**config.mk**
```make
export PLATFORM = sky130hd
export DESIGN_NAME = mem_copy_engine_flat
export DESIGN_NICKNAME = d
export VERILOG_FILES = /design/src/rtl/mem_copy_engine_pkg.sv /design/src/rtl/mem_copy_engine_if.sv /design/src/rtl/mem_copy_engine.sv /design/src/flat_wrapper.sv
export SDC_FILE = /design/constraint.sdc
export NUM_CORES = 1
export LEC_CHECK = 0
export ABC_AREA = 1
export BUFFER_PORTS_ARGS = -buffer_cell sky130_fd_sc_hd__buf_4
export CAP_MARGIN = 20
export CORE_AREA = 5 5 494 496
export DETAILED_ROUTE_END_ITERATION = 12
export DIE_AREA = 0 0 499 501
export GPL_ROUTABILITY_DRIVEN = 1
export PLACE_DENSITY = 0.3
export SLEW_MARGIN = 20
export SYNTH_ARGS = -nofsm -noshare
export SYNTH_HDL_FRONTEND = slang
export SYNTH_SLANG_ARGS = --single-unit
```
**constraint.sdc**
```tcl
create_clock -name clk -period 3.94 [get_ports clk]
set_input_delay 0.591 -clock clk [delete_from_list [all_inputs] [get_ports clk]]
set_output_delay 0.591 -clock clk [all_outputs]
set_load 0.02 [all_outputs]
```
**src/rtl/mem_copy_engine_pkg.sv**
```systemverilog
// ShellTypes: shared memory-interface types and copy-engine command definitions
package ShellTypes;
  localparam int LINE_BYTES = 64;
  localparam int CMD_LINES_W = 32;
  typedef struct packed {
    logic         valid;
    logic         isWrite;
    logic [63:0]  addr;
    logic [511:0] data;
  } MemReq;
  typedef struct packed {
    logic         valid;
    logic [511:0] data;
  } MemResp;
  typedef struct packed {
    logic [63:0]            src;
    logic [63:0]            dst;
    logic [CMD_LINES_W-1:0] lines;
  } CopyCmd;
endpackage

```
**src/rtl/mem_copy_engine_if.sv**
```systemverilog
// mem_copy_engine_if: request/response bus between the copy engine and the memory interface
interface mem_copy_engine_if;
  import ShellTypes::*;
  MemReq  mem_req_out;
  logic   mem_req_ready_in;
  MemResp mem_resp_in;
  logic   mem_resp_ready_out;
  modport master(output mem_req_out, output mem_resp_ready_out, input mem_req_ready_in, input mem_resp_in);
  modport slave(input mem_req_out, input mem_resp_ready_out, output mem_req_ready_in, output mem_resp_in);
endinterface

```
**src/rtl/mem_copy_engine.sv**
```systemverilog
// mem_copy_engine: line-granular copy; reads src lines and writes each in-order response to dst
module mem_copy_engine
  import ShellTypes::*;
#(
  parameter int MAX_OUTSTANDING = 64,
  parameter int CNT_W = 32
) (
  input  logic             clk,
  input  logic             rst,
  input  logic             cmd_valid,
  output logic             cmd_ready,
  input  logic [63:0]      cmd_src,
  input  logic [63:0]      cmd_dst,
  input  logic [CNT_W-1:0] cmd_lines,
  output logic             busy,
  output logic             done,
  output logic [CNT_W-1:0] lines_done,
  mem_copy_engine_if.master mem
);
  localparam int OUT_W = $clog2(MAX_OUTSTANDING + 1);
  localparam logic [0:0] IDLE = 1'b0;
  localparam logic [0:0] RUN = 1'b1;
  logic [0:0] state;
  logic [63:0] srcBase, dstBase;
  logic [CNT_W-1:0] lines, rdIssued, wrIssued;
  logic [OUT_W-1:0] outstanding;
  logic run, doneZero, wrWant, rdWant, wrAcc, rdAcc, lastWr;
  assign run = state == RUN;
  // a waiting response always wins the single request slot
  assign wrWant = run && mem.mem_resp_in.valid;
  assign rdWant = run && !mem.mem_resp_in.valid && rdIssued < lines && outstanding < OUT_W'(MAX_OUTSTANDING);
  assign wrAcc = wrWant && mem.mem_req_ready_in;
  assign rdAcc = rdWant && mem.mem_req_ready_in;
  assign lastWr = wrAcc && wrIssued + CNT_W'(1) == lines;
  assign cmd_ready = !rst && state == IDLE;
  assign busy = run;
  assign done = doneZero || lastWr;
  assign mem.mem_resp_ready_out = run && mem.mem_req_ready_in;
  always_comb begin
    mem.mem_req_out.valid = wrWant || rdWant;
    mem.mem_req_out.isWrite = wrWant;
    mem.mem_req_out.addr = wrWant ? dstBase + 64'(wrIssued) * 64'(LINE_BYTES)
                                  : srcBase + 64'(rdIssued) * 64'(LINE_BYTES);
    mem.mem_req_out.data = wrWant ? mem.mem_resp_in.data : '0;
  end
  always_ff @(posedge clk) begin
    if (rst) begin
      state <= IDLE;
      srcBase <= '0;
      dstBase <= '0;
      lines <= '0;
      rdIssued <= '0;
      wrIssued <= '0;
      outstanding <= '0;
      lines_done <= '0;
      doneZero <= 1'b0;
    end else begin
      doneZero <= 1'b0;
      if (state == IDLE && cmd_valid) begin
        srcBase <= cmd_src & ~64'h3F;
        dstBase <= cmd_dst & ~64'h3F;
        lines <= cmd_lines;
        rdIssued <= '0;
        wrIssued <= '0;
        outstanding <= '0;
        lines_done <= '0;
        doneZero <= cmd_lines == '0;
        state <= cmd_lines == '0 ? IDLE : RUN;
      end
      if (rdAcc) begin
        rdIssued <= rdIssued + CNT_W'(1);
        outstanding <= outstanding + OUT_W'(1);
      end
      if (wrAcc) begin
        wrIssued <= wrIssued + CNT_W'(1);
        outstanding <= outstanding - OUT_W'(1);
        lines_done <= wrIssued + CNT_W'(1);
      end
      if (lastWr) state <= IDLE;
    end
  end
endmodule

```
**src/flat_wrapper.sv**
```systemverilog
// flat-port wrapper written by rule: the top's interface ports become plain ports
module mem_copy_engine_flat import ShellTypes::*;
#(
  parameter int MAX_OUTSTANDING = 64,
  parameter int CNT_W = 32
)
  (clk, rst, cmd_valid, cmd_ready, cmd_src, cmd_dst, cmd_lines, busy, done, lines_done, mem_mem_req_out, mem_mem_resp_ready_out, mem_mem_req_ready_in, mem_mem_resp_in);
  mem_copy_engine_if mem_i ();
  input  logic clk;
  input  logic rst;
  input  logic cmd_valid;
  output logic cmd_ready;
  input  logic [63:0] cmd_src;
  input  logic [63:0] cmd_dst;
  input  logic [CNT_W-1:0] cmd_lines;
  output logic busy;
  output logic done;
  output logic [CNT_W-1:0] lines_done;
  output wire logic [$bits(mem_i.mem_req_out)-1:0] mem_mem_req_out;
  output wire logic [$bits(mem_i.mem_resp_ready_out)-1:0] mem_mem_resp_ready_out;
  input wire logic [$bits(mem_i.mem_req_ready_in)-1:0] mem_mem_req_ready_in;
  input wire logic [$bits(mem_i.mem_resp_in)-1:0] mem_mem_resp_in;
  assign mem_mem_req_out = mem_i.mem_req_out;
  assign mem_mem_resp_ready_out = mem_i.mem_resp_ready_out;
  assign mem_i.mem_req_ready_in = mem_mem_req_ready_in;
  assign mem_i.mem_resp_in = mem_mem_resp_in;
  mem_copy_engine #(.MAX_OUTSTANDING(MAX_OUTSTANDING), .CNT_W(CNT_W)) u_core (.clk(clk), .rst(rst), .cmd_valid(cmd_valid), .cmd_ready(cmd_ready), .cmd_src(cmd_src), .cmd_dst(cmd_dst), .cmd_lines(cmd_lines), .busy(busy), .done(done), .lines_done(lines_done), .mem(mem_i));
endmodule
```
==> reports/results.ini, run 1 <==
[power]
switchingPower_mw=3.69
switching_share=0.410
leakage_nw=19.2
ir_worst_vdd_mv=0.210
p_per_area_mw_per_mm2=236
combPwrFrac=0.375
p_total_mw=9.00
p_int_mw=5.31
pwr-share-clk=0.346
seq_power_share=0.279

[sta]
setup_slack_ps=106
clock_skew_ps=17.5
rsz0062_at_grt=yes
fin_crit_sh=0.973
tightest_slew_ps=1080
hold_viol_final=0
finalSetupViolCount=0
min_period_ps=3830
holdWs_ps=253
timing.fmax_ghz=0.261
drv_slew=0
relSlewSlack=0.282

[yosys]
synth.top_cell.area_share=0.204
synth_area_mm2=0.0216
async_flop_share=0
avgSynthCellArea_um2=5.36
synth_area_leader_cell=dfxtp_1
synth-edff-count=0
synth_seq_area_share=0.204
synth_flop_cell=dfxtp_1
synth_seq_cells=221
synth_area_leaders=dfxtp_1 (20%), nor2_1 (17%), inv_1 (15%)
yosys_warnings=0
ys_types=49
netlist_instances=4035

[drt]
ant_nets=0
wl_mm=326
detail_route.wl_per_cell_um=37.8
via_count=32400
drt_iter0_drc=2340
vias_per_cell=3.76
drtPass1Iterations=6
drc_errors=0

[worst_hold_path]
hold_path_class=input port to register

[outcome]
status=completed

[setup_path]
crit_path_end_kind=output port
startpoint_type=register
path_cells=buf_4 -> ha_1 -> buf_4 -> nand2_1 -> nor2_2 -> nand2_1 -> nand3_1 -> nand2_1 -> nor2_1 -> nand3_1 -> nor2_1 -> nand4_1 -> buf_4 -> nand2_1 -> buf_4
cp_slowest_cell=dfxtp_1
slowest_delay_ps=340
worst-path-max-fanout=10
required_ps=3350
cp.arrival_ps=3240
criticalPathCategory=register to output port

[finish]
drive_gt1_frac=0.328
syn_to_final_growth_pct=76.6
final_core_util=0.160
finalNetCount=6152
design_area_mm2=0.0382

[grt]
overflow=0
antenna_found_initial=207
grt_pass1_vias=32100
grt_start_max_net_pins=163
grt_pass1_wl_mm=396
grt_usage=0.249

[floorplan]
io_pins=1291
die_h_um=501
fp.dieW_um=499
num_rows=180
start_util=0.0905
core_mm2=0.239
die-area_mm2=0.250

[place]
place_area_mm2=0.0360
io_buffer_count=1272
place_worst_setup_slack_ps=-256
hpwl_mm=300
gp_congestion=0.997

[clock_tree]
root_buffer=clkbuf_16
postCtsHoldBufs=0
cts_buffers=35
cts_buffer_depth=3
cts_tree=built
clk_latency_ps=570
clkSlewWorstSetupHoldPaths_ps=60
cts.sinks=221
cts-htree-levels=2

[flow_run]
cap_violations=0

[placed cells by master, fill, tap and decap left out, types with 24 or more instances in the layout]
master,Yosys,final
diode_2,0,35
nor2_1,971,943
clkbuf_16,0,35
xor2_1,32,30
nand4_1,40,40
nor3_1,54,44
nor2_2,17,40
nor4_1,26,24
buf_4,12,1432
ha_1,99,62
dfxtp_1,221,206
a21oi_1,270,249
o21ai_1,9,25
nand2_1,671,642
nand2_2,18,39
o21ai_0,297,269
nand3_1,196,178
inv_1,839,833
[registers in the layout (all words and copies together), names as in the netlist]
name	flops
u_core.lines_done	32
u_core.lines	32
u_core.rdIssued	32
u_core.busy	1
u_core.srcBase	58
u_core.dstBase	58
u_core.outstanding	7
u_core.doneZero	1
[worst max-delay path, delay by kind of cell (launching register included)]
kind,cells,cell delay (ps)
buffers and inverters,4,790
adder cells (fa/ha/maj),1,240
flip-flops,1,340
AND/OR/NAND/NOR,10,1300
[cell usage after synthesis (all sizes together), types with 9 or more instances]
cell type,number
buf,24
o21ai,307
xor2,32
a21oi,275
a21o,12
a31oi,9
nor3,57
nand3,199
nand4,42
clkbuf,129
xnor2,10
nor4,29
ha,99
o21bai,14
nor2,993
inv,840
nand2,690
or2,20
dfxtp,221
[final timing paths]
path | startpoint | to | slack [ps] | depth (start not counted)
hold reg to reg | u_core.dstBase[63] | u_core.dstBase[63] | 470 | 2
setup / recovery | u_core.lines_done[0] | done | 110 | 15
setup reg to reg | u_core.lines[31] | u_core.rdIssued[27] | 900 | 11
hold / removal | cmd_dst[47] | u_core.dstBase[47] | 250 | 3
[power groups by stage]
stage / sequential (mW) / combinational (mW) / clock [mW]
floorplan: 2.48 / 1.12 / 0
global placement: 2.55 / 3.38 / 0
detailed placement: 2.55 / 3.35 / 0
CTS: 2.51 / 3.39 / 3.22
global route: 2.53 / 3.55 / 3.30
finish: 2.51 / 3.37 / 3.12
[per-layer routing]
metal	GRT usage	wire length, um	share of wire	vias up
li1	-	-	-	15100
met1	0.294	131000	0.40	15400
met2	0.442	159000	0.49	1444
met3	0.0821	27000	0.083	402
met4	0.0434	8110	0.025	90
met5	0	606	0.0019	-
[what timing repair did]
item,in CTS,in global routing
endpoints found under the hold margin,0,0
endpoints found under the setup margin,41,43
gates cloned,0,1
pin swaps,5,20
buffers inserted,1,4
gates resized for setup,103,166
[cell type report]
cell class                      instances  area [um^2]
Clock buffer                           48          995
Fill cell                           28300       201000
Timing Repair Buffer                 1449        11000
Inverter                              841         3160
Sequential cell                       221         4450
Multi-Input combinational cell       2826        14400
Antenna cell                           35         87.6
Tap cell                             3185         3990
Clock inverter                         13          101
[per-stage QoR]
| stage | instances | TNS, ps |
|---|---|---|
| global route | 8587 | -222 |
| detailed placement | 8516 | -451 |
| CTS | 8578 | -108 |
| finish | 8618 | 0 |
| floorplan | 4040 | 0 |
| global placement | 8516 | -659 |
[cell families after synthesis]
| kind of cell | after synthesis | synth area share |
|---|---|---|
| adders and majority gates | 101 | 0.0591 |
| other | 1 | 0.000173 |
| buffers and inverters | 994 | 0.176 |
| DFF | 221 | 0.204 |
| and+or+nand+nor | 2034 | 0.388 |
| AOI/OAI and AO/OA | 642 | 0.156 |
| xor gates and xnor gates | 42 | 0.0170 |
Power figures use the tool's default switching activity.
==> run 2: changes to the inputs <==
--- a/config.mk
+++ b/config.mk
@@ -13,7 +13,9 @@
 export DIE_AREA = 0 0 499 501
 export GPL_ROUTABILITY_DRIVEN = 1
 export PLACE_DENSITY = 0.3
+export RECOVER_POWER = 50
 export SLEW_MARGIN = 20
 export SYNTH_ARGS = -nofsm -noshare
 export SYNTH_HDL_FRONTEND = slang
 export SYNTH_SLANG_ARGS = --single-unit
+export TNS_END_PERCENT = 5
==> reports/results.ini, run 2 (synthesized netlist as in run 1, its figures left out) <==
[outcome]
status=finished with violations
violations=max-capacitance violations, max-slew violations

[grt]
grt_pass1_wl_mm=396  ; about the same
overflow=0  ; unchanged
antenna_found_initial=207  ; unchanged
grt_pass1_vias=32100  ; -0.012%
grt_start_max_net_pins=163  ; unchanged
grt_usage=0.249  ; about the same

[drt]
wl_met3_mm=26.5  ; -1.8%
wl_mm=326  ; about the same
m1WireLength_mm=131  ; +0.44%
drt_iter0_drc=2329  ; -0.47%
met2_length_mm=159  ; about the same
vias_per_cell=3.77  ; about the same
drc_errors=0  ; unchanged
ant_nets=0  ; unchanged
via_count=32500  ; +0.040%
drtPass1Iterations=5  ; -1
highest-signal-layer=met5
detail_route.wl_per_cell_um=37.8  ; about the same

[floorplan]
fp.dieW_um=499  ; unchanged
io_pins=1291  ; unchanged
num_rows=180  ; unchanged
die-area_mm2=0.250  ; unchanged
core_mm2=0.239  ; unchanged
start_util=0.0905  ; unchanged
die_h_um=501  ; unchanged

[finish]
finalNetCount=6150  ; -0.033%
final_common_cell=buf_4
final_cell_mix=buf_4 (1423), nor2_1 (944), inv_1 (835)
drive_gt1_frac=0.323  ; -0.00581
design_area_mm2=0.0381  ; -0.35%
reg_top3=u_core.dstBase (58), u_core.srcBase (58)
syn_to_final_growth_pct=75.9

[setup_path]
r2r_cells=5  ; -6
crit_path_end_kind=output port
rrSetupSlack_ps=630  ; -270 ps
worst-path-max-fanout=4  ; -6
criticalPathCategory=register to output port
rr_startpoint=u_core.busy
cp_slowest_cell=o21ai_0
path_buf_inv=2  ; -2
cp.arrival_ps=3320  ; +80 ps
required_ps=3350  ; about the same
slowest_delay_ps=500  ; +160 ps
cpLargestDelayFamily=compound AO/OA/AOI/OAI gates
startpoint_type=register
timing.rr.end=u_core.rdIssued[23]
cp.depth=11  ; -4
path_cells=ha_2 -> fa_1 -> nand2_1 -> o21ai_2 -> nand2_1 -> nand2_2 -> a21oi_4 -> inv_1 -> o21ai_0 -> o21ai_1 -> buf_4
crit_top_cell=nand2_1

[power]
combPwrFrac=0.374  ; about the same
leakage_nw=19.1  ; -0.34%
switchingPower_mw=3.69  ; -0.11%
pwr-share-clk=0.346  ; about the same
switching_share=0.410  ; about the same
p_per_area_mw_per_mm2=236  ; +0.29%
ir_worst_vdd_mv=0.209  ; -0.39%
p_int_mw=5.31  ; about the same
seq_power_share=0.279  ; about the same

[worst_hold_path]
whs_path_depth=3  ; unchanged
worstHoldStart=cmd_dst[46]
hold_path_class=input port to register
hold_path_end=u_core.dstBase[46]

[sta]
relSlewSlack=-0.340  ; -0.621
clock_skew_ps=20.3  ; +2.78 ps
finalSetupViolCount=0  ; unchanged
tightest_slew_ps=2010  ; +932 ps
hold_viol_final=0  ; unchanged
timing.fmax_ghz=0.256  ; -2.0%
min_period_ps=3910  ; +76.4 ps
fin_crit_sh=0.992  ; +0.0194
drv_slew=88  ; +88
rsz0062_at_grt=yes
setup_slack_ps=29.7  ; -76.4 ps

[clock_tree]
clk_latency_ps=560  ; about the same
cts_tree=built
cts-htree-levels=2  ; unchanged
root_buffer=clkbuf_16
cts_buffer_depth=3  ; unchanged
clkSlewWorstSetupHoldPaths_ps=60  ; about the same
cts.sinks=221  ; unchanged
postCtsHoldBufs=0  ; unchanged
cts_buffers=35  ; unchanged

[flow_run]
cap_violations=1  ; +1

[place]
place_area_mm2=0.0360  ; unchanged
hpwl_mm=300  ; unchanged
place_worst_setup_slack_ps=-256  ; unchanged
io_buffer_count=1272  ; unchanged
gp_congestion=0.997  ; unchanged

-- run 2: cell count changes in the layout (fill, tap and decap cells not counted), moves of 3 or more --
| cell | delta |
|---|---|
| buf_4 | -9 |
| dfxtp_1 | +6 |
| clkbuf_1 | +8 |
| nand2_4 | -3 |
| nand2_2 | -6 |
| dfxtp_2 | -4 |
| nand2_1 | +8 |
| ha_1 | +3 |
-- run 2: worst reg2reg max path: stages, from the launching register on --
cell	delay (ps)
dfxtp_1	630
nor2_4	100
clkbuf_2	960
nor2_1	1270
nand2_1	120
nor2_1	170
-- run 2: area by class of cell --
| type | count | area [um^2] |
|---|---|---|
| Clock inverter | 13 | 101 |
| Fill cell | 28300 | 201000 |
| Clock buffer | 48 | 995 |
| Antenna cell | 35 | 87.6 |
| Sequential cell | 221 | 4440 |
| Timing Repair Buffer | 1448 | 11000 |
| Multi-Input combinational cell | 2825 | 14300 |
| Tap cell | 3185 | 3990 |
| Inverter | 841 | 3160 |
-- run 2: power groups by stage --
stage | Clock (mW) | Combinational, mW | Sequential [mW]
3_5_place_dp | 0 | 3.35 | 2.55
5_1_grt | 3.31 | 3.55 | 2.53
4_1_cts | 3.22 | 3.39 | 2.51
6_report | 3.11 | 3.37 | 2.51
3_3_place_gp | 0 | 3.38 | 2.55
2_1_floorplan | 0 | 1.12 | 2.48
-- run 2: repair_timing --
| action | in CTS | in global routing |
|---|---|---|
| resized for setup | 95 | 146 |
| hold endpoints to repair | 0 | 0 |
| endpoints found under the setup margin | 41 | 43 |
| pin swaps | 4 | 18 |
| setup buffers | 1 | 3 |
-- run 2: worst max-delay path by stage --
stage                          from                    to
2_1_floorplan  u_core.lines_done[0]  mem_mem_req_out[570]
3_3_place_gp     u_core.rdIssued[0]  mem_mem_req_out[544]
3_5_place_dp     u_core.rdIssued[0]  mem_mem_req_out[544]
4_1_cts          u_core.rdIssued[9]  mem_mem_req_out[568]
5_1_grt        u_core.lines_done[0]  mem_mem_req_out[554]
6_report       u_core.lines_done[0]  mem_mem_req_out[532]
-- run 2: metal layers --
layer	vias to the layer above	track usage
met1	15400	0.294
met3	404	0.0819
li1	15100	-
met4	90	0.0409
met2	1462	0.443
met5	-	0
-- run 2: per-stage QoR --
stage | TNS (ps) | power (mW) | hold WS [ps] | util | std cells
after floorplan | 0 | 3.60 | 444 | - | 4040
after global placement | -659 | 5.93 | 464 | 0.150 | 8516
after detailed placement | -451 | 5.90 | 466 | 0.150 | 8516
after CTS | -359 | 9.11 | 211 | 0.156 | 8578
after global routing | -432 | 9.38 | 237 | 0.159 | 8585
final | 0 | 9.00 | 255 | 0.159 | 8616
